<file path="config.mk">
export PLATFORM = sky130hd
export DESIGN_NAME = piece_controller_flat
export DESIGN_NICKNAME = d
export VERILOG_FILES = /design/src/rtl/piece_controller_pkg.sv /design/src/rtl/piece_controller_if.sv /design/src/rtl/piece_controller_gravity_timer.sv /design/src/rtl/piece_controller.sv /design/src/flat_wrapper.sv
export SDC_FILE = /design/constraint.sdc
export NUM_CORES = 1
export LEC_CHECK = 0
export ABC_AREA = 0
export BUFFER_PORTS_ARGS = -buffer_cell sky130_fd_sc_hd__clkbuf_2
export CAP_MARGIN = 25
export CORE_ASPECT_RATIO = 0.75
export CORE_MARGIN = 4
export CORE_UTILIZATION = 55
export CTS_BUF_LIST = sky130_fd_sc_hd__clkbuf_16
export CTS_CLUSTER_DIAMETER = 100
export CTS_CLUSTER_SIZE = 16
export DETAILED_ROUTE_END_ITERATION = 12
export GPL_TIMING_DRIVEN = 0
export PLACE_DENSITY = 0.8
export SYNTH_ARGS = -nofsm -noshare
export SYNTH_HDL_FRONTEND = slang
export SYNTH_SLANG_ARGS = --single-unit
</file>
<file path="constraint.sdc">
create_clock -name clk -period 1.8 [get_ports clk]
set_input_delay 0.45 -clock clk [delete_from_list [all_inputs] [get_ports clk]]
set_output_delay 0.45 -clock clk [all_outputs]
set_load 0.02 [all_outputs]
</file>
<file path="src/rtl/piece_controller_pkg.sv">
`default_nettype none
// ============================================================================
// Module   : piece_controller_pkg
// Purpose  : Shared types for the falling-piece sequencer: tetromino kinds,
//            orientations, move directions, controller states, the piece
//            state record and rotation helpers.
//            Board geometry lives here because the signed coordinate widths
//            of the shared piece record derive from it.
// Revision : 1.0 - initial release
// ============================================================================
package piece_controller_pkg;

  localparam int BOARD_W = 10;
  localparam int BOARD_H = 20;
  localparam int X_W     = $clog2(BOARD_W) + 2;
  localparam int Y_W     = $clog2(BOARD_H) + 2;

  typedef enum logic [2:0] {
    I_CYAN    = 3'd0,
    O_YELLOW  = 3'd1,
    T_MAGENTA = 3'd2,
    S_GREEN   = 3'd3,
    Z_RED     = 3'd4,
    J_BLUE    = 3'd5,
    L_ORANGE  = 3'd6
  } block_t;

  typedef enum logic [1:0] {
    NORMAL     = 2'd0,
    ROT_RIGHT1 = 2'd1,
    ROT2       = 2'd2,
    ROT_LEFT1  = 2'd3
  } orientation;

  typedef enum logic [1:0] {
    LEFT  = 2'd0,
    RIGHT = 2'd1,
    DOWN  = 2'd2
  } direction;

  typedef enum logic [2:0] {
    PC_IDLE       = 3'd0,
    PC_SPAWN      = 3'd1,
    PC_SPAWN_CHK  = 3'd2,
    PC_WAIT       = 3'd3,
    PC_CHECK      = 3'd4,
    PC_LOCK       = 3'd5,
    PC_CLEAR_WAIT = 3'd6,
    PC_OVER       = 3'd7
  } pc_state_t;

  // What produced the candidate currently under check; decides hit handling.
  typedef enum logic [2:0] {
    KIND_SHIFT = 3'd0,
    KIND_ROT   = 3'd1,
    KIND_SOFT  = 3'd2,
    KIND_GRAV  = 3'd3,
    KIND_HARD  = 3'd4
  } chk_kind_t;

  typedef struct packed {
    block_t                  piece;
    orientation              orient;
    logic signed [X_W-1:0]   x;
    logic signed [Y_W-1:0]   y;
  } piece_state_t;

  // Orientation encoding is cyclic, so rotation is a 2-bit wrap-around step.
  function automatic orientation rot_cw(input orientation o);
    return orientation'(o + 2'd1);
  endfunction

  function automatic orientation rot_ccw(input orientation o);
    return orientation'(o - 2'd1);
  endfunction

endpackage
`default_nettype wire

</file>
<file path="src/rtl/piece_controller_if.sv">
`default_nettype none
// ============================================================================
// Module   : piece_controller_if
// Purpose  : Bundle of all non-clock signals between the piece sequencer and
//            its environment (input/RNG front end, collision checker, board).
// Modports : master - the piece_controller side
//            slave  - the environment side
// Signals  : start, frame_tick, move_req/move_dir, rot_req/rot_cw,
//            next_piece/next_take, chk_* query/response, lock_valid/ready,
//            clear_busy, cur_* render state, piece_active, game_over.
//            hard_drop_req exists only when HARD_DROP_EN is defined.
// Revision : 1.0 - initial release
// ============================================================================
interface piece_controller_if;
  import piece_controller_pkg::*;

  logic                  start;
  logic                  frame_tick;
  logic                  move_req;
  direction              move_dir;
  logic                  rot_req;
  logic                  rot_cw;
  block_t                next_piece;
  logic                  next_take;
  logic                  chk_req;
  block_t                chk_piece;
  orientation            chk_orient;
  logic signed [X_W-1:0] chk_x;
  logic signed [Y_W-1:0] chk_y;
  logic                  chk_done;
  logic                  chk_hit;
  logic                  lock_valid;
  logic                  lock_ready;
  logic                  clear_busy;
  block_t                cur_piece;
  orientation            cur_orient;
  logic signed [X_W-1:0] cur_x;
  logic signed [Y_W-1:0] cur_y;
  logic                  piece_active;
  logic                  game_over;
`ifdef HARD_DROP_EN
  logic                  hard_drop_req;
`endif

  modport master (
    input  start, frame_tick, move_req, move_dir, rot_req, rot_cw,
           next_piece, chk_done, chk_hit, lock_ready, clear_busy,
    output next_take, chk_req, chk_piece, chk_orient, chk_x, chk_y,
           lock_valid, cur_piece, cur_orient, cur_x, cur_y,
           piece_active, game_over
`ifdef HARD_DROP_EN
    , input hard_drop_req
`endif
  );

  modport slave (
    output start, frame_tick, move_req, move_dir, rot_req, rot_cw,
           next_piece, chk_done, chk_hit, lock_ready, clear_busy,
    input  next_take, chk_req, chk_piece, chk_orient, chk_x, chk_y,
           lock_valid, cur_piece, cur_orient, cur_x, cur_y,
           piece_active, game_over
`ifdef HARD_DROP_EN
    , output hard_drop_req
`endif
  );

endinterface
`default_nettype wire

</file>
<file path="src/rtl/piece_controller_gravity_timer.sv">
`default_nettype none
// ============================================================================
// Module   : gravity_timer
// Purpose  : Counts frame ticks while enabled; emits a one-cycle wrap pulse
//            on the tick that reaches GRAVITY_FRAMES-1 and restarts from 0.
// Ports    : clk, rst_n (async, active low), en (count enable), tick (frame
//            pulse), clr (synchronous clear, wins over counting),
//            wrap (combinational pulse, one per GRAVITY_FRAMES ticks)
// Revision : 1.0 - initial release
// ============================================================================
module gravity_timer #(
  parameter int GRAVITY_FRAMES = 48
) (
  input  logic clk,
  input  logic rst_n,
  input  logic en,
  input  logic tick,
  input  logic clr,
  output logic wrap
);

  // A single-frame period still needs a 1-bit counter to stay legal.
  localparam int              CNT_W    = (GRAVITY_FRAMES > 1) ? $clog2(GRAVITY_FRAMES) : 1;
  localparam logic [CNT_W-1:0] CNT_LAST = CNT_W'(GRAVITY_FRAMES - 1);

  logic [CNT_W-1:0] cnt_q;
  logic [CNT_W-1:0] cnt_d;

  always_comb begin
    cnt_d = cnt_q;
    wrap  = 1'b0;
    if (clr) begin
      cnt_d = '0;
    end else if (en && tick) begin
      if (cnt_q == CNT_LAST) begin
        cnt_d = '0;
        wrap  = 1'b1;
      end else begin
        cnt_d = cnt_q + 1'b1;
      end
    end
  end

  always_ff @(posedge clk or negedge rst_n) begin
    if (!rst_n) begin
      cnt_q <= '0;
    end else begin
      cnt_q <= cnt_d;
    end
  end

endmodule
`default_nettype wire

</file>
<file path="src/rtl/piece_controller.sv">
`default_nettype none
// ============================================================================
// Module   : piece_controller
// Purpose  : Sequencer for the active falling tetromino. Owns the current
//            piece state, arbitrates gravity / rotate / move requests,
//            validates candidates through the collision-check handshake,
//            commits landed pieces and waits out line clears before the next
//            spawn.
// Ports    : clk, rst_n (async, active low)
//            bus - piece_controller_if.master (requests, RNG, checker,
//                  board lock, render state, game_over)
// Config   : HARD_DROP_EN - adds bus.hard_drop_req: repeated y+1 checks
//            committing each free row until a hit, then lock.
// Revision : 1.0 - initial release
// ============================================================================
module piece_controller #(
  parameter int GRAVITY_FRAMES = 48
) (
  input  logic                      clk,
  input  logic                      rst_n,
  piece_controller_if.master        bus
);
  import piece_controller_pkg::*;

  localparam logic [2:0] ST_IDLE       = PC_IDLE;
  localparam logic [2:0] ST_SPAWN      = PC_SPAWN;
  localparam logic [2:0] ST_SPAWN_CHK  = PC_SPAWN_CHK;
  localparam logic [2:0] ST_WAIT       = PC_WAIT;
  localparam logic [2:0] ST_CHECK      = PC_CHECK;
  localparam logic [2:0] ST_LOCK       = PC_LOCK;
  localparam logic [2:0] ST_CLEAR_WAIT = PC_CLEAR_WAIT;
  localparam logic [2:0] ST_OVER       = PC_OVER;

  localparam logic signed [X_W-1:0] SPAWN_X = X_W'(BOARD_W / 2 - 2);

  logic [2:0]   state_q, state_d;
  piece_state_t cur_q, cur_d;
  piece_state_t cand_q, cand_d;
  chk_kind_t    kind_q, kind_d;
  logic         active_q, active_d;
  logic         over_q, over_d;
  logic         grav_pend_q, grav_pend_d;
  logic         pend_clr;
  logic         grav_clr;
  logic         grav_wrap;
  piece_state_t spawn_state;

  assign spawn_state = '{piece: bus.next_piece, orient: NORMAL, x: SPAWN_X, y: '0};

  gravity_timer #(
    .GRAVITY_FRAMES (GRAVITY_FRAMES)
  ) u_gravity_timer (
    .clk   (clk),
    .rst_n (rst_n),
    .en    ((state_q == ST_WAIT) || (state_q == ST_CHECK)),
    .tick  (bus.frame_tick),
    .clr   (grav_clr),
    .wrap  (grav_wrap)
  );

  // A wrap in the same cycle a gravity check is issued is a new period and
  // must survive, so the set term dominates the clear.
  assign grav_pend_d = grav_wrap | (grav_pend_q & ~pend_clr);

  always_comb begin
    state_d  = state_q;
    cur_d    = cur_q;
    cand_d   = cand_q;
    kind_d   = kind_q;
    active_d = active_q;
    over_d   = over_q;
    pend_clr = 1'b0;
    grav_clr = 1'b0;
    case (state_q)
      ST_IDLE, ST_OVER: begin
        if (bus.start) begin
          state_d = ST_SPAWN;
          over_d  = 1'b0;
        end
      end
      ST_SPAWN: begin
        cur_d    = spawn_state;
        cand_d   = spawn_state;
        grav_clr = 1'b1;
        state_d  = ST_SPAWN_CHK;
      end
      ST_SPAWN_CHK: begin
        if (bus.chk_done) begin
          if (bus.chk_hit) begin
            state_d  = ST_OVER;
            over_d   = 1'b1;
            active_d = 1'b0;
          end else begin
            state_d  = ST_WAIT;
            active_d = 1'b1;
          end
        end
      end
      ST_WAIT: begin
        cand_d = cur_q;
`ifdef HARD_DROP_EN
        if (bus.hard_drop_req) begin
          cand_d.y = cur_q.y + Y_W'(1);
          kind_d   = KIND_HARD;
          state_d  = ST_CHECK;
        end else if (grav_pend_q) begin
`else
        if (grav_pend_q) begin
`endif
          cand_d.y = cur_q.y + Y_W'(1);
          kind_d   = KIND_GRAV;
          pend_clr = 1'b1;
          state_d  = ST_CHECK;
        end else if (bus.rot_req) begin
          // The O piece is rotation-symmetric; the request is swallowed.
          if (cur_q.piece != O_YELLOW) begin
            cand_d.orient = bus.rot_cw ? rot_cw(cur_q.orient) : rot_ccw(cur_q.orient);
            kind_d        = KIND_ROT;
            state_d       = ST_CHECK;
          end
        end else if (bus.move_req) begin
          case (bus.move_dir)
            LEFT: begin
              cand_d.x = cur_q.x - X_W'(1);
              kind_d   = KIND_SHIFT;
              state_d  = ST_CHECK;
            end
            RIGHT: begin
              cand_d.x = cur_q.x + X_W'(1);
              kind_d   = KIND_SHIFT;
              state_d  = ST_CHECK;
            end
            DOWN: begin
              cand_d.y = cur_q.y + Y_W'(1);
              kind_d   = KIND_SOFT;
              state_d  = ST_CHECK;
            end
            default: ;
          endcase
        end
      end
      ST_CHECK: begin
        if (bus.chk_done) begin
          if (!bus.chk_hit) begin
            cur_d   = cand_q;
            state_d = ST_WAIT;
            if (kind_q == KIND_SOFT) begin
              grav_clr = 1'b1;
            end
`ifdef HARD_DROP_EN
            // Keep falling: next row is queried straight away.
            if (kind_q == KIND_HARD) begin
              cand_d.y = cand_q.y + Y_W'(1);
              state_d  = ST_CHECK;
            end
`endif
          end else if (kind_q inside {KIND_SOFT, KIND_GRAV, KIND_HARD}) begin
            state_d = ST_LOCK;
`ifdef HARD_DROP_EN
            if (kind_q == KIND_HARD) begin
              pend_clr = 1'b1;
            end
`endif
          end else begin
            state_d = ST_WAIT;
          end
        end
      end
      ST_LOCK: begin
        if (bus.lock_ready) begin
          active_d = 1'b0;
          state_d  = ST_CLEAR_WAIT;
        end
      end
      ST_CLEAR_WAIT: begin
        if (!bus.clear_busy) begin
          state_d = ST_SPAWN;
        end
      end
      default: state_d = ST_IDLE;
    endcase
  end

  always_ff @(posedge clk or negedge rst_n) begin
    if (!rst_n) begin
      state_q     <= ST_IDLE;
      cur_q       <= '0;
      cand_q      <= '0;
      kind_q      <= KIND_SHIFT;
      active_q    <= 1'b0;
      over_q      <= 1'b0;
      grav_pend_q <= 1'b0;
    end else begin
      state_q     <= state_d;
      cur_q       <= cur_d;
      cand_q      <= cand_d;
      kind_q      <= kind_d;
      active_q    <= active_d;
      over_q      <= over_d;
      grav_pend_q <= grav_pend_d;
    end
  end

  // Handshake valids decode straight from state so an async reset drops them
  // at once; candidate and cur_* come from flops held steady meanwhile.
  assign bus.next_take    = (state_q == ST_SPAWN);
  assign bus.chk_req      = (state_q == ST_SPAWN_CHK) || (state_q == ST_CHECK);
  assign bus.lock_valid   = (state_q == ST_LOCK);
  assign bus.chk_piece    = cand_q.piece;
  assign bus.chk_orient   = cand_q.orient;
  assign bus.chk_x        = cand_q.x;
  assign bus.chk_y        = cand_q.y;
  assign bus.cur_piece    = cur_q.piece;
  assign bus.cur_orient   = cur_q.orient;
  assign bus.cur_x        = cur_q.x;
  assign bus.cur_y        = cur_q.y;
  assign bus.piece_active = active_q;
  assign bus.game_over    = over_q;

endmodule
`default_nettype wire

</file>
<file path="src/flat_wrapper.sv">
// flat-port wrapper written by rule: the top's interface ports become plain ports
module piece_controller_flat import piece_controller_pkg::*;
#(
  parameter int GRAVITY_FRAMES = 48
)
  (clk, rst_n, bus_start, bus_frame_tick, bus_move_req, bus_move_dir, bus_rot_req, bus_rot_cw, bus_next_piece, bus_chk_done, bus_chk_hit, bus_lock_ready, bus_clear_busy, bus_next_take, bus_chk_req, bus_chk_piece, bus_chk_orient, bus_chk_x, bus_chk_y, bus_lock_valid, bus_cur_piece, bus_cur_orient, bus_cur_x, bus_cur_y, bus_piece_active, bus_game_over);
  piece_controller_if bus_i ();
  input  logic clk;
  input  logic rst_n;
  input wire logic [$bits(bus_i.start)-1:0] bus_start;
  input wire logic [$bits(bus_i.frame_tick)-1:0] bus_frame_tick;
  input wire logic [$bits(bus_i.move_req)-1:0] bus_move_req;
  input wire logic [$bits(bus_i.move_dir)-1:0] bus_move_dir;
  input wire logic [$bits(bus_i.rot_req)-1:0] bus_rot_req;
  input wire logic [$bits(bus_i.rot_cw)-1:0] bus_rot_cw;
  input wire logic [$bits(bus_i.next_piece)-1:0] bus_next_piece;
  input wire logic [$bits(bus_i.chk_done)-1:0] bus_chk_done;
  input wire logic [$bits(bus_i.chk_hit)-1:0] bus_chk_hit;
  input wire logic [$bits(bus_i.lock_ready)-1:0] bus_lock_ready;
  input wire logic [$bits(bus_i.clear_busy)-1:0] bus_clear_busy;
  output wire logic [$bits(bus_i.next_take)-1:0] bus_next_take;
  output wire logic [$bits(bus_i.chk_req)-1:0] bus_chk_req;
  output wire logic [$bits(bus_i.chk_piece)-1:0] bus_chk_piece;
  output wire logic [$bits(bus_i.chk_orient)-1:0] bus_chk_orient;
  output wire logic [$bits(bus_i.chk_x)-1:0] bus_chk_x;
  output wire logic [$bits(bus_i.chk_y)-1:0] bus_chk_y;
  output wire logic [$bits(bus_i.lock_valid)-1:0] bus_lock_valid;
  output wire logic [$bits(bus_i.cur_piece)-1:0] bus_cur_piece;
  output wire logic [$bits(bus_i.cur_orient)-1:0] bus_cur_orient;
  output wire logic [$bits(bus_i.cur_x)-1:0] bus_cur_x;
  output wire logic [$bits(bus_i.cur_y)-1:0] bus_cur_y;
  output wire logic [$bits(bus_i.piece_active)-1:0] bus_piece_active;
  output wire logic [$bits(bus_i.game_over)-1:0] bus_game_over;
  assign bus_i.start = bus_start;
  assign bus_i.frame_tick = bus_frame_tick;
  assign bus_i.move_req = bus_move_req;
  assign bus_i.move_dir = bus_move_dir;
  assign bus_i.rot_req = bus_rot_req;
  assign bus_i.rot_cw = bus_rot_cw;
  assign bus_i.next_piece = bus_next_piece;
  assign bus_i.chk_done = bus_chk_done;
  assign bus_i.chk_hit = bus_chk_hit;
  assign bus_i.lock_ready = bus_lock_ready;
  assign bus_i.clear_busy = bus_clear_busy;
  assign bus_next_take = bus_i.next_take;
  assign bus_chk_req = bus_i.chk_req;
  assign bus_chk_piece = bus_i.chk_piece;
  assign bus_chk_orient = bus_i.chk_orient;
  assign bus_chk_x = bus_i.chk_x;
  assign bus_chk_y = bus_i.chk_y;
  assign bus_lock_valid = bus_i.lock_valid;
  assign bus_cur_piece = bus_i.cur_piece;
  assign bus_cur_orient = bus_i.cur_orient;
  assign bus_cur_x = bus_i.cur_x;
  assign bus_cur_y = bus_i.cur_y;
  assign bus_piece_active = bus_i.piece_active;
  assign bus_game_over = bus_i.game_over;
  piece_controller #(.GRAVITY_FRAMES(GRAVITY_FRAMES)) u_core (.clk(clk), .rst_n(rst_n), .bus(bus_i));
endmodule
</file>
* After elaboration in Yosys (flattened, before gate mapping)
Index checks and enable logic that the tools add are counted.
Cells by class: add/subtract/negate cells 6, $mul 0, divide/modulo/power cells 0, $lt $le $gt $ge 0, eq/ne operators 25, shifts and indexed selects 0, mux-type cells 52, bitwise gates (word level) 3, reduce and logical (&&, ||, !) cells 21
Operators with widths (number):
- one-hot mux 18 bit (2 select lines) | 2
- 2-to-1 mux 3 bit | 17
- 2-to-1 mux 18 bit | 2
- 2-to-1 mux 13 bit | 2
- one-hot mux 3 bit (7 select lines) | 1
- 2-to-1 mux 6 bit | 3
- == test 3 bit (second input constant) | 5
- 2-to-1 mux 1 bit | 14
- 2-to-1 mux 7 bit | 2
- != test 2 bit (second input constant) | 7
- == test 3 x 2 -> 1 bit (second input constant) | 4
- != test 4 x 3 -> 1 bit (second input constant) | 3
- one-hot mux 6 bit (2 select lines) | 1
- nonzero test 2 bit | 5
- 2-to-1 mux 8 bit | 1
- AND reduction 4 bit | 2
- AND reduction 8 bit | 1
- adder 7 x 2 -> 7 bit (second input constant) | 1
- adder 6 x 1 -> 6 bit (second input constant) | 1
- adder 6 x 2 -> 6 bit (second input constant) | 1
- == test 6 bit (second input constant) | 1
- 2-to-1 mux 2 bit | 3
- != test 3 x 1 -> 1 bit (second input constant) | 2
- one-hot mux 1 bit (2 select lines) | 3
- other kinds (19) | 23
Word-level totals: bits in registers 51, latch bits 0, bits in writable memories 0, bits in read-only memories 0, input bits 16, output and inout bits 41, memories 0

* Depth between registers and ports, before layout
Gate-level depths: netlist of the first run.
depth after elaboration 7, depth in mapped cells 8, mapped depth without buffers 8

* By module
Synthesis of the first run repeated with hierarchy kept, for this count alone.
Second synthesis, totals: cells, all modules 316, area total of the unflattened synthesis 2819.0 um2
By module, submodules not included:
- piece_controller | times used 1, cells each 279, area each 2481.1 um2, seq. area each 1101.1 um2
- gravity_timer | times used 1, cells each 37, area each 337.8 um2, seq. area each 150.1 um2

* Least setup slack after synthesis of the first run
No wires, ideal clock.
kind input-to-reg, start input port bus_move_dir[0], end register u_core.cand_q (netlist bit u_core.bus.chk_x[4]), library setup time 0.083 ns, arrival 1.827 ns, data required time 1.717 ns, setup slack -0.110 ns, stages on the path 8, path buffers 0, cell sequence nor2b_1 inv_1 fa_1 a21o_1 a21oi_1 xnor2_1 mux2i_1 o21ai_0
Between the ends: word-level cells in the longest chain between the ends 6
RTL lines:
- from (decl) | RTL line flat_wrapper.sv:13 | input wire logic [$bits(bus_i.move_dir)-1:0] bus_move_dir;
- == test 2 x 1 -> 1 bit / logical NOT 2 bit (equally long branches) | RTL line piece_controller.sv:122 | case (bus.move_dir)
- one-hot mux 6 bit (2 select lines) * | RTL line piece_controller.sv:122
- 2-to-1 mux 13 bit * | RTL line piece_controller.sv:121 | end else if (bus.move_req) begin
- 2-to-1 mux 13 bit * | RTL line piece_controller.sv:114 | end else if (bus.rot_req) begin
- 2-to-1 mux 8 bit * | RTL line piece_controller.sv:108 | if (grav_pend_q) begin
- one-hot mux 18 bit (2 select lines) * | RTL line piece_controller.sv:74 | case (state_q)
- to (signal assigned) | RTL line piece_controller.sv:196 | cand_q <= cand_d;
- to (decl) | RTL line piece_controller.sv:38 | piece_state_t cand_q, cand_d;
Every way passes the cells marked *; elsewhere a longest branch is shown, timed or not. A chain may end at the register's enable or synchronous reset.

* Worst setup path after layout of the first run
start register u_core.state_q[2], end output port bus_lock_valid
Between the ends: word-level cells in the longest chain between the ends 1
RTL lines:
- from (decl) | RTL line piece_controller.sv:36 | logic [2:0] state_q, state_d;
- from (signal assigned) | RTL line piece_controller.sv:194 | state_q <= state_d;
- == test 3 bit | RTL line piece_controller.sv:208 | assign bus.lock_valid = (state_q == ST_LOCK);
- to (decl) | RTL line flat_wrapper.sv:27 | output wire logic [$bits(bus_i.lock_valid)-1:0] bus_lock_valid;
Every way passes these cells.

==> results of run 1 <==
## layer usage
metal  vias up  global-route usage [%]  wire, um
met3        33                    5.27       585
li1       1242                       -         -
met4         0                    7.98       242
met2       137                    38.8      3750
met1      1289                    32.7      3390
met5         -                       0         0
## Yosys cell counts, drive strengths merged (4+ instances only)
library cell / number
nand2: 65
dfrtp: 50
o21ai: 28
a21oi: 20
nand3: 17
nor2: 11
mux2i: 10
xnor2: 9
clkbuf: 8
ha: 7
inv: 7
nor3b: 7
a31oi: 6
xor2: 6
buf: 5
nand2b: 4
nand3b: 4
nand4: 4
nor3: 4
## sequential cells by signal (all words and copies together), names as in the netlist, 2 cells and up
register,flops
u_core.state_q,3
u_core.bus.cur_piece,3
u_core.bus.cur_x,6
u_core.bus.chk_y,7
u_core.bus.chk_piece,3
u_core.u_gravity_timer.cnt_q,6
u_core.bus.chk_x,6
u_core.kind_q,2
u_core.bus.cur_y,7
u_core.bus.cur_orient,2
u_core.bus.chk_orient,2
## metrics by stage
| step | setup WS [ps] | util (%) | instances |
|---|---|---|---|
| 5_1_grt | -54.6 | 73.9 | 450 |
| 3_3_place_gp | -251 | 64.3 | 420 |
| 2_1_floorplan | 19.6 | - | 304 |
| 6_report | -33.6 | 73.9 | 450 |
| 3_5_place_dp | -304 | 64.7 | 421 |
| 4_1_cts | -5.15 | 70.1 | 438 |
## where the power goes
group          switching (mW)  internal, mW
combinational            1.52          1.08
clock                   0.418         0.515
sequential              0.215          1.35
total                    2.15          2.95
## repair_timing
| item | CTS | global route |
|---|---|---|
| pin swaps | 2 | 7 |
| setup endpoints to repair | 26 | 25 |
| gates resized for setup | 14 | 28 |
| buffers inserted | 9 | 11 |
| gates cloned | 0 | 1 |
## critical path, stage by stage (launching register included)
cell     delay (ps)
dfrtp_1         410
buf_6           170
inv_1           120
nor3_4          240
buf_6           150
## layout by cell type (no fill, tap or decap), types with 4 or more instances in the layout
master,instances
clkbuf_1,4
nand2_1,63
a31oi_1,6
dfrtp_1,50
clkbuf_16,6
ha_1,6
nand4_1,4
buf_6,6
nor3b_2,5
nand2b_1,4
clkbuf_2,54
mux2i_1,10
buf_4,21
a21oi_1,18
nor2_1,9
o21ai_0,23
xor2_1,6
nand3_1,17
xnor2_1,8
## kinds of logic (layout without fill, tap and decap cells)
family / count (synthesis) / after routing / synth area share (%)
multiplexers: 10 / 10 / 3.56
flip-flops: 50 / 50 / 44.5
XOR/XNOR: 15 / 15 / 4.68
buffers and inverters: 20 / 106 / 3.43
adder cells (fa/ha/maj): 8 / 8 / 3.83
AND/OR/NAND/NOR: 133 / 133 / 25.3
AO/OA/AOI/OAI: 68 / 68 / 14.6
## area by class of cell
cell class	instances	share of cell area, %
Inverter	7	1.07
Clock inverter	3	0.584
Sequential cell	50	34.4
Clock buffer	5	3.44
Buffer	13	2.85
Timing Repair Buffer	78	13.0
Tap cell	60	2.06
Multi-Input combinational cell	234	42.6
## worst max path at each step
| stage | startpoint | to | slack (ps) | depth (start not counted) |
|---|---|---|---|---|
| 6_report | u_core.state_q[2]$_DFFE_PN0P_ | bus_lock_valid | -30 | 4 |
| 5_1_grt | u_core.state_q[0]$_DFFE_PN0P_ | u_core.bus.cur_x[0]$_DFFE_PN0P_ | -50 | 7 |
| 4_1_cts | u_core.state_q[2]$_DFFE_PN0P_ | bus_lock_valid | -5 | 4 |
| 3_5_place_dp | bus_move_dir[0] | u_core.bus.chk_x[4]$_DFFE_PN0P_ | -300 | 9 |
| 3_3_place_gp | bus_move_dir[1] | u_core.bus.chk_x[4]$_DFFE_PN0P_ | -250 | 9 |
| 2_1_floorplan | bus_move_dir[0] | u_core.bus.chk_x[4]$_DFFE_PN0P_ | 20 | 8 |
==> impl_metrics.yaml, run 1 <==
timing:
  worst_hold_slack_ps: 77.1
  setup_violations: 2
  finalWorstSetupSlack_ps: -33.6
  max_freq_mhz: 545
  rsz0062_at_grt: "yes"
  max_slew_margin_pct: 63.7
  period_share_pct: 102
  min_period_ps: 1830
  finalSetupTns_ps: -46.4
  finalClockSkew_ps: 4.33
  hold_violations: 0
  worst_pin_slew_ps: 544
  slew_viol_final: 0
detailed_routing:
  drt-initial-drc-count: 245
  drtPass1Iterations: 5
  totalWireLength_um: 7970
  final_antenna_net_count: 0
  wire_per_inst_um: 17.7
  drc: 0
  viasPerCell: 6.00
  vias: 2701
worst_setup_path:
  worstPathMaxFanout: 8
  critPathRequiredTime_ps: 1350
  worst_ep_arrival_time_ps: 1380
  regToRegStartpoint: "u_core.state_q[0]$_DFFE_PN0P_"
  rrSetupSlack_ps: 20
  critical_path.startpoint_type: "flop"
  critical_path_class: "reg2out"
  crit_path_end_kind: "output pin"
  r2r-end: "u_core.u_gravity_timer.cnt_q[4]$_DFFE_PN0P_"
  reg2regPathDepth: 6
clocking:
  htree_levels: 2
  root_buffer: "clkbuf_16"
  clock-sinks: 50
  cts_buffers: 5
  postCtsHoldBufs: 0
  clock_path_buffers: 2
  path_clk_slew_ps: 70
  cts_tree: "built"
  insertion_delay_ps: 290
yosys:
  synth.top_cell.area_share_pct: 44.5
  synth.distinct_cells: 51
  synth_area_leaders: "dfrtp_1 45%, nand2_1 8.6%, o21ai_0 4.3%"
  synth_edf_count: 0
  avgSynthCellArea_um2: 9.24
  synth_warnings: 0
  async_flop_share_pct: 100
  netlist_area_um2: 2810
  synth_ff_type: "dfrtp_1"
  synth_nets: 328
  yosys.area.top_type: "dfrtp_1"
  synth_seq_area_share_pct: 44.5
  synthCells: 304
  ys_ff_latch: 50
finish:
  fillers: 341
  final_cell_area_um2: 3640
  drive_gt1_share_pct: 32.3
  seq_area_um2: 1250
  nNetsFinal: 413
  n_antenna_cell: 0
  syn2layout_area_growth_pct: 29.6
  multi_input_area_um2: 1550
pwr:
  p_leak_nw: 1.76
  total_power_mw: 5.10
  power_density_nw_per_um2: 1400
  peakVddDrop_mv: 0.865
global_routing:
  grt_pass1_vias: 2490
  grt_antenna_before_repair: 0
  grt_max_degree: 36
  gr-total-overflow: 0
  grt_pass1_wl_um: 12300
  grt_usage_pct: 24.2
floorplanning:
  die-area_um2: 6330
  num_rows: 22
  die_height_um: 69.9
  ioPinCount: 57
  die_w_um: 90.5
  core_um2: 4930
  initial_core_util_pct: 57.0
outcome:
  status: "finished with violations"
  violations: "negative setup slack"
place:
  place_area_um2: 3190
  gp_congestion: 0.861
  dp_hpwl_um: 5100
  io_buffers: 56
worst_hold_path:
  hp-class: "in2async"
job:
  max_cap_viol_count: 0
No activity file was read; power rests on OpenSTA's default activity.
==> run 2, diff against run 1 <==
Settings changed: CORE_UTILIZATION 55 to 58, PLACE_DENSITY 0.8 to 0.9, SKIP_LAST_GASP from default to 1.
Clock period 1.8 ns to 2.15 ns, I/O delays scaled along.
==> run 2 against run 1 <==
  * The run now ends clean
  * Routed wire length down 9.8%
  * Via count down 4.1%
  * Die area down 4.7%
  * First-iteration DRC count down 7.3%
  * Design area down 8.0%
  * Register-to-register slack better by 160 ps
  * Sequential power down 16%
  * Worst hold slack better by 160 ps
  * Count of clock-buffer cells in the layout unchanged
  * Final cell count down 5.3%
  * Highest routed layer unchanged
==> impl_metrics.yaml, run 2 (synthesis results as in run 1) <==
job:
  max_cap_viol_count: 0
timing:
  period_share_pct: 97.7
  min_period_ps: 2100
  max_freq_mhz: 476
  setup_violations: 0
  finalClockSkew_ps: 5.95
  slew_viol_final: 0
  worst_pin_slew_ps: 580
  rsz0062_at_grt: "no"
  max_slew_margin_pct: 61.3
  hold_violations: 0
floorplanning:
  ioPinCount: 57
  die_w_um: 88.4
  num_rows: 21
  die_height_um: 68.3
  core_um2: 4570
  die-area_um2: 6030
  initial_core_util_pct: 61.4
detailed_routing:
  drt-initial-drc-count: 227
  totalWireLength_um: 7180
  drc: 0
  wire_per_inst_um: 16.9
  final_antenna_net_count: 0
  vias: 2590
  drtPass1Iterations: 5
  viasPerCell: 6.08
place:
  io_buffers: 56
  dp_cells: 418
  gp_congestion: 0.855
  place_area_um2: 3180
  dp_hpwl_um: 5180
finish:
  n_antenna_cell: 0
  final_cell_mix: "63 x nand2_1, 58 x clkbuf_2, 50 x dfrtp_1, 24 x o21ai_0, 19 x a21oi_1"
  layout_commonest_cell: "nand2_1"
  layoutNonFillerInstCount: 426
  fin_util_pct: 73.3
  nNetsFinal: 392
  drive_gt1_share_pct: 24.9
  final_cell_area_um2: 3350
  syn2layout_area_growth_pct: 19.3
clocking:
  postCtsHoldBufs: 0
  clock-sinks: 50
  cts_tree: "built"
  cts_buffers: 5
  path_clk_slew_ps: 60
  htree_levels: 2
  insertion_delay_ps: 290
  root_buffer: "clkbuf_16"
  clock_path_buffers: 2
pwr:
  p_leak_nw: 1.64
  power_density_nw_per_um2: 1130
  peakVddDrop_mv: 0.854
global_routing:
  grt_pass1_wl_um: 11600
  met1_usage_pct: 34.1
  grt_antenna_before_repair: 0
  use_met3_pct: 4.57
  top_usage_layer: "met2"
  gr-total-overflow: 0
  use_met2_pct: 41.9
  grt_pass1_vias: 2387
  grt_max_degree: 30
  grt_usage_pct: 25.4
worst_setup_path:
  critical_path_class: "reg2out"
  rrSetupSlack_ps: 180
  worstPathMaxFanout: 9
  crit_path_end_kind: "output pin"
  regToRegStartpoint: "u_core.state_q[1]$_DFFE_PN0P_"
  critical_path.startpoint_type: "flop"
  worst_ep_arrival_time_ps: 1560
  critPathRequiredTime_ps: 1610
  r2r-end: "u_core.bus.cur_x[1]$_DFFE_PN0P_"
  reg2regPathDepth: 7
worst_hold_path:
  hp-class: "in2async"
outcome:
  status: "complete, no violations"
-- run 2: cell types whose count changed in the layout (fill, tap and decap cells not counted), moves of 3 or more --
cell | previous run | this run
clkinvlp_4 | 3 | 0
clkbuf_2 | 54 | 58
buf_4 | 21 | 1
inv_1 | 3 | 8
buf_6 | 6 | 2
-- run 2: cell type report --
cell class                 count  area [um^2]
timing repair buffer          57          300
multi-input combinational    234         1470
tap                           57         71.3
inverter                       7         26.3
buffer                        13         72.6
clock buffer                   5          125
clock inverter                 3         37.5
sequential                    50         1250
fill                         354         1220
-- run 2: stage by stage --
step                hold slack, ps  worst slack (ps)  total power [mW]  TNS, ps
detailed placement             484              -202              2.89     -381
CTS                            255              31.6              3.76        0
global placement               481              -132              2.82     -185
finish                         234              50.1              3.79        0
global route                   278              10.8              4.02        0
floorplan                      242               153              2.40        0
-- run 2: timing repair --
action | in CTS | in global routing
endpoints found under the setup margin | 2 | 3
setup buffers | 0 | 0
cloned | 0 | 0
gates resized for setup | 2 | 4
-- run 2: worst max path at each step --
stage                                        from                         endpoint  slack, ps  cells after the start
finish              u_core.state_q[1]$_DFFE_PN0P_                    bus_next_take         50                      5
detailed placement                bus_move_dir[1]  u_core.bus.chk_x[4]$_DFFE_PN0P_       -200                      9
floorplan                         bus_move_dir[0]  u_core.bus.chk_x[4]$_DFFE_PN0P_        150                      8
CTS                 u_core.state_q[1]$_DFFE_PN0P_                      bus_chk_req         30                      5
global route        u_core.state_q[1]$_DFFE_PN0P_                    bus_next_take         10                      5
global placement                  bus_move_dir[1]  u_core.bus.chk_x[4]$_DFFE_PN0P_       -130                      9
-- run 2: where the power goes --
group / internal (mW) / switching, mW / total, mW
clock: 0.541 / 0.332 / 0.873
combinational: 0.552 / 1.04 / 1.59
sequential: 1.13 / 0.190 / 1.32
total: 2.23 / 1.56 / 3.79
-- run 2: layer usage --
| layer | share of wire [%] | vias to the layer above |
|---|---|---|
| li1 | - | 1199 |
| met1 | 42 | 1231 |
| met2 | 48 | 138 |
| met3 | 8.1 | 22 |
| met4 | 2.1 | 0 |
| met5 | 0 | - |
-- run 2: critical path, cell delays in order, from the launching register on --
cell and delay [ps]:
dfrtp_1 370, buf_6 140, inv_1 260, nand2_2 190, inv_1 140, clkbuf_2 180
==> run 3, diff against run 2 <==
Clock period 2.15 ns to 2.7 ns, I/O delays scaled along.
==> run 3 against run 2 <==
  * Critical path depth decreased by 1
  * Total power decreased by 21%
  * Global-route usage unchanged
  * Sequential share of layout area increased by 0.084 points
  * First-iteration DRC count decreased by 3.1%
  * Combinational power decreased by 21%
  * Final cell count unchanged
  * Routed wire length decreased by 0.82%
  * Sequential power decreased by 20%
  * Critical endpoint is now bus_lock_valid
==> impl_metrics.yaml, run 3 (synthesis results as in run 1) <==
finish:
  final_cell_mix: "64 x nand2_1, 56 x clkbuf_2, 50 x dfrtp_1, 24 x o21ai_0, 19 x a21oi_1"
  fin_util_pct: 73.1
  layout_commonest_cell: "nand2_1"
  nNetsFinal: 392
  syn2layout_area_growth_pct: 19.0
  final_cell_area_um2: 3340
  drive_gt1_share_pct: 23.6
  fillers: 352
  n_antenna_cell: 0
floorplanning:
  die-area_um2: 6030
  die_height_um: 68.3
  core_um2: 4570
  num_rows: 21
  initial_core_util_pct: 61.4
  ioPinCount: 57
  die_w_um: 88.4
clocking:
  clock_path_buffers: 2
  ctsResizeCount: 0
  cts_setup_buffers: 0
  postCtsHoldBufs: 0
  root_buffer: "clkbuf_16"
  cts_buffers: 5
  path_clk_slew_ps: 70
  cts_tree: "built"
  htree_levels: 2
  clock-sinks: 50
  insertion_delay_ps: 290
detailed_routing:
  viasPerCell: 6.01
  drt-initial-drc-count: 220
  totalWireLength_um: 7120
  drc: 0
  vias: 2562
  drtPass1Iterations: 5
  final_antenna_net_count: 0
  wire_per_inst_um: 16.7
pwr:
  p_leak_nw: 1.63
  p_clk_share_pct: 23.2
  swShare_pct: 41.1
  p_sw_mw: 1.23
  total_power_mw: 3.00
  peakVddDrop_mv: 0.675
  p_comb_share_pct: 41.8
  p_seq_share_pct: 35.0
  power_density_nw_per_um2: 898
  p_int_mw: 1.77
outcome:
  status: "complete, no violations"
timing:
  rsz0062_at_grt: "no"
  finalClockSkew_ps: 6.13
  max_freq_mhz: 425
  max_slew_margin_pct: 61.6
  min_period_ps: 2350
  setup_violations: 0
  hold_violations: 0
  period_share_pct: 87.1
  worst_pin_slew_ps: 576
  finalSetupTns_ps: 0
  slew_viol_final: 0
worst_hold_path:
  hp-class: "in2async"
place:
  dp_hpwl_um: 5180
  place_area_um2: 3180
  gp_congestion: 0.855
  io_buffers: 56
worst_setup_path:
  critical_path_class: "reg2out"
  worstPathMaxFanout: 10
  critical_path.startpoint_type: "flop"
  critPathRequiredTime_ps: 2030
  crit_path_end_kind: "output pin"
  worst_ep_arrival_time_ps: 1680
global_routing:
  grt_usage_pct: 25.4
  grt_antenna_before_repair: 0
  grt_pass1_wl_um: 11600
  grt_max_degree: 30
  gr-total-overflow: 0
  grt_pass1_vias: 2387
job:
  max_cap_viol_count: 0
run 3: cell counts in the layout (fill, tap and decap cells not counted):
Identical to the previous run, type by type.
run 3: path summary, 6_finish.rpt:
check                                                startpoint                                   to  slack (ps)  depth (start not counted)
worst max-delay path              u_core.state_q[2]$_DFFE_PN0P_                       bus_lock_valid         350                          4
worst min-delay path                                      rst_n      u_core.bus.cur_y[1]$_DFFE_PN0P_         370                          1
worst max register to register    u_core.state_q[1]$_DFFE_PN0P_      u_core.bus.cur_x[1]$_DFFE_PN0P_         740                          7
worst min register to register  u_core.bus.chk_y[6]$_DFFE_PN0P_      u_core.bus.cur_y[6]$_DFFE_PN0P_         500                          2
max in group asynchronous                                 rst_n  u_core.bus.chk_piece[1]$_DFFE_PN0P_        1780                          2
min in group clk                u_core.bus.chk_y[6]$_DFFE_PN0P_      u_core.bus.cur_y[6]$_DFFE_PN0P_         500                          2
run 3: power by group through the flow:
stage / combinational (mW) / clock, mW / sequential [mW]
2_1_floorplan: 0.763 / 0 / 1.15
3_3_place_gp: 1.20 / 0 / 1.05
3_5_place_dp: 1.24 / 0 / 1.06
4_1_cts: 1.25 / 0.690 / 1.05
5_1_grt: 1.39 / 0.723 / 1.07
6_report: 1.25 / 0.696 / 1.05
run 3: worst max-delay path, cell delays in order, from the launching register on:
cell	delay, ps
dfrtp_1	430
clkbuf_1	360
inv_1	150
nor3_1	220
clkbuf_2	220
run 3: layer usage:
metal / routed length (um) / vias up / track usage (%)
li1: - / 1201 / -
met1: 2990 / 1218 / 34.1
met2: 3430 / 124 / 41.9
met3: 552 / 19 / 4.57
met4: 155 / 0 / 8.87
met5: 0 / - / 0
run 3: stage by stage:
stage / cells / hold WS [ps] / worst slack, ps
floorplan: 304 / 379 / 565
global placement: 417 / 481 / 281
detailed placement: 418 / 484 / 210
CTS: 426 / 392 / 365
global route: 426 / 415 / 265
finish: 426 / 369 / 348
run 3: layout make-up:
type | count | area [um^2] | share of cell area [%]
clock buffers | 5 | 125 | 3.74
multi-input cells | 234 | 1460 | 43.7
repair buffers | 57 | 300 | 8.98
flip-flops and latches | 50 | 1250 | 37.4
clock inverters | 3 | 37.5 | 1.12
plain buffers | 13 | 70.1 | 2.10
well taps | 57 | 71.3 | 2.13
inverters | 7 | 26.3 | 0.786
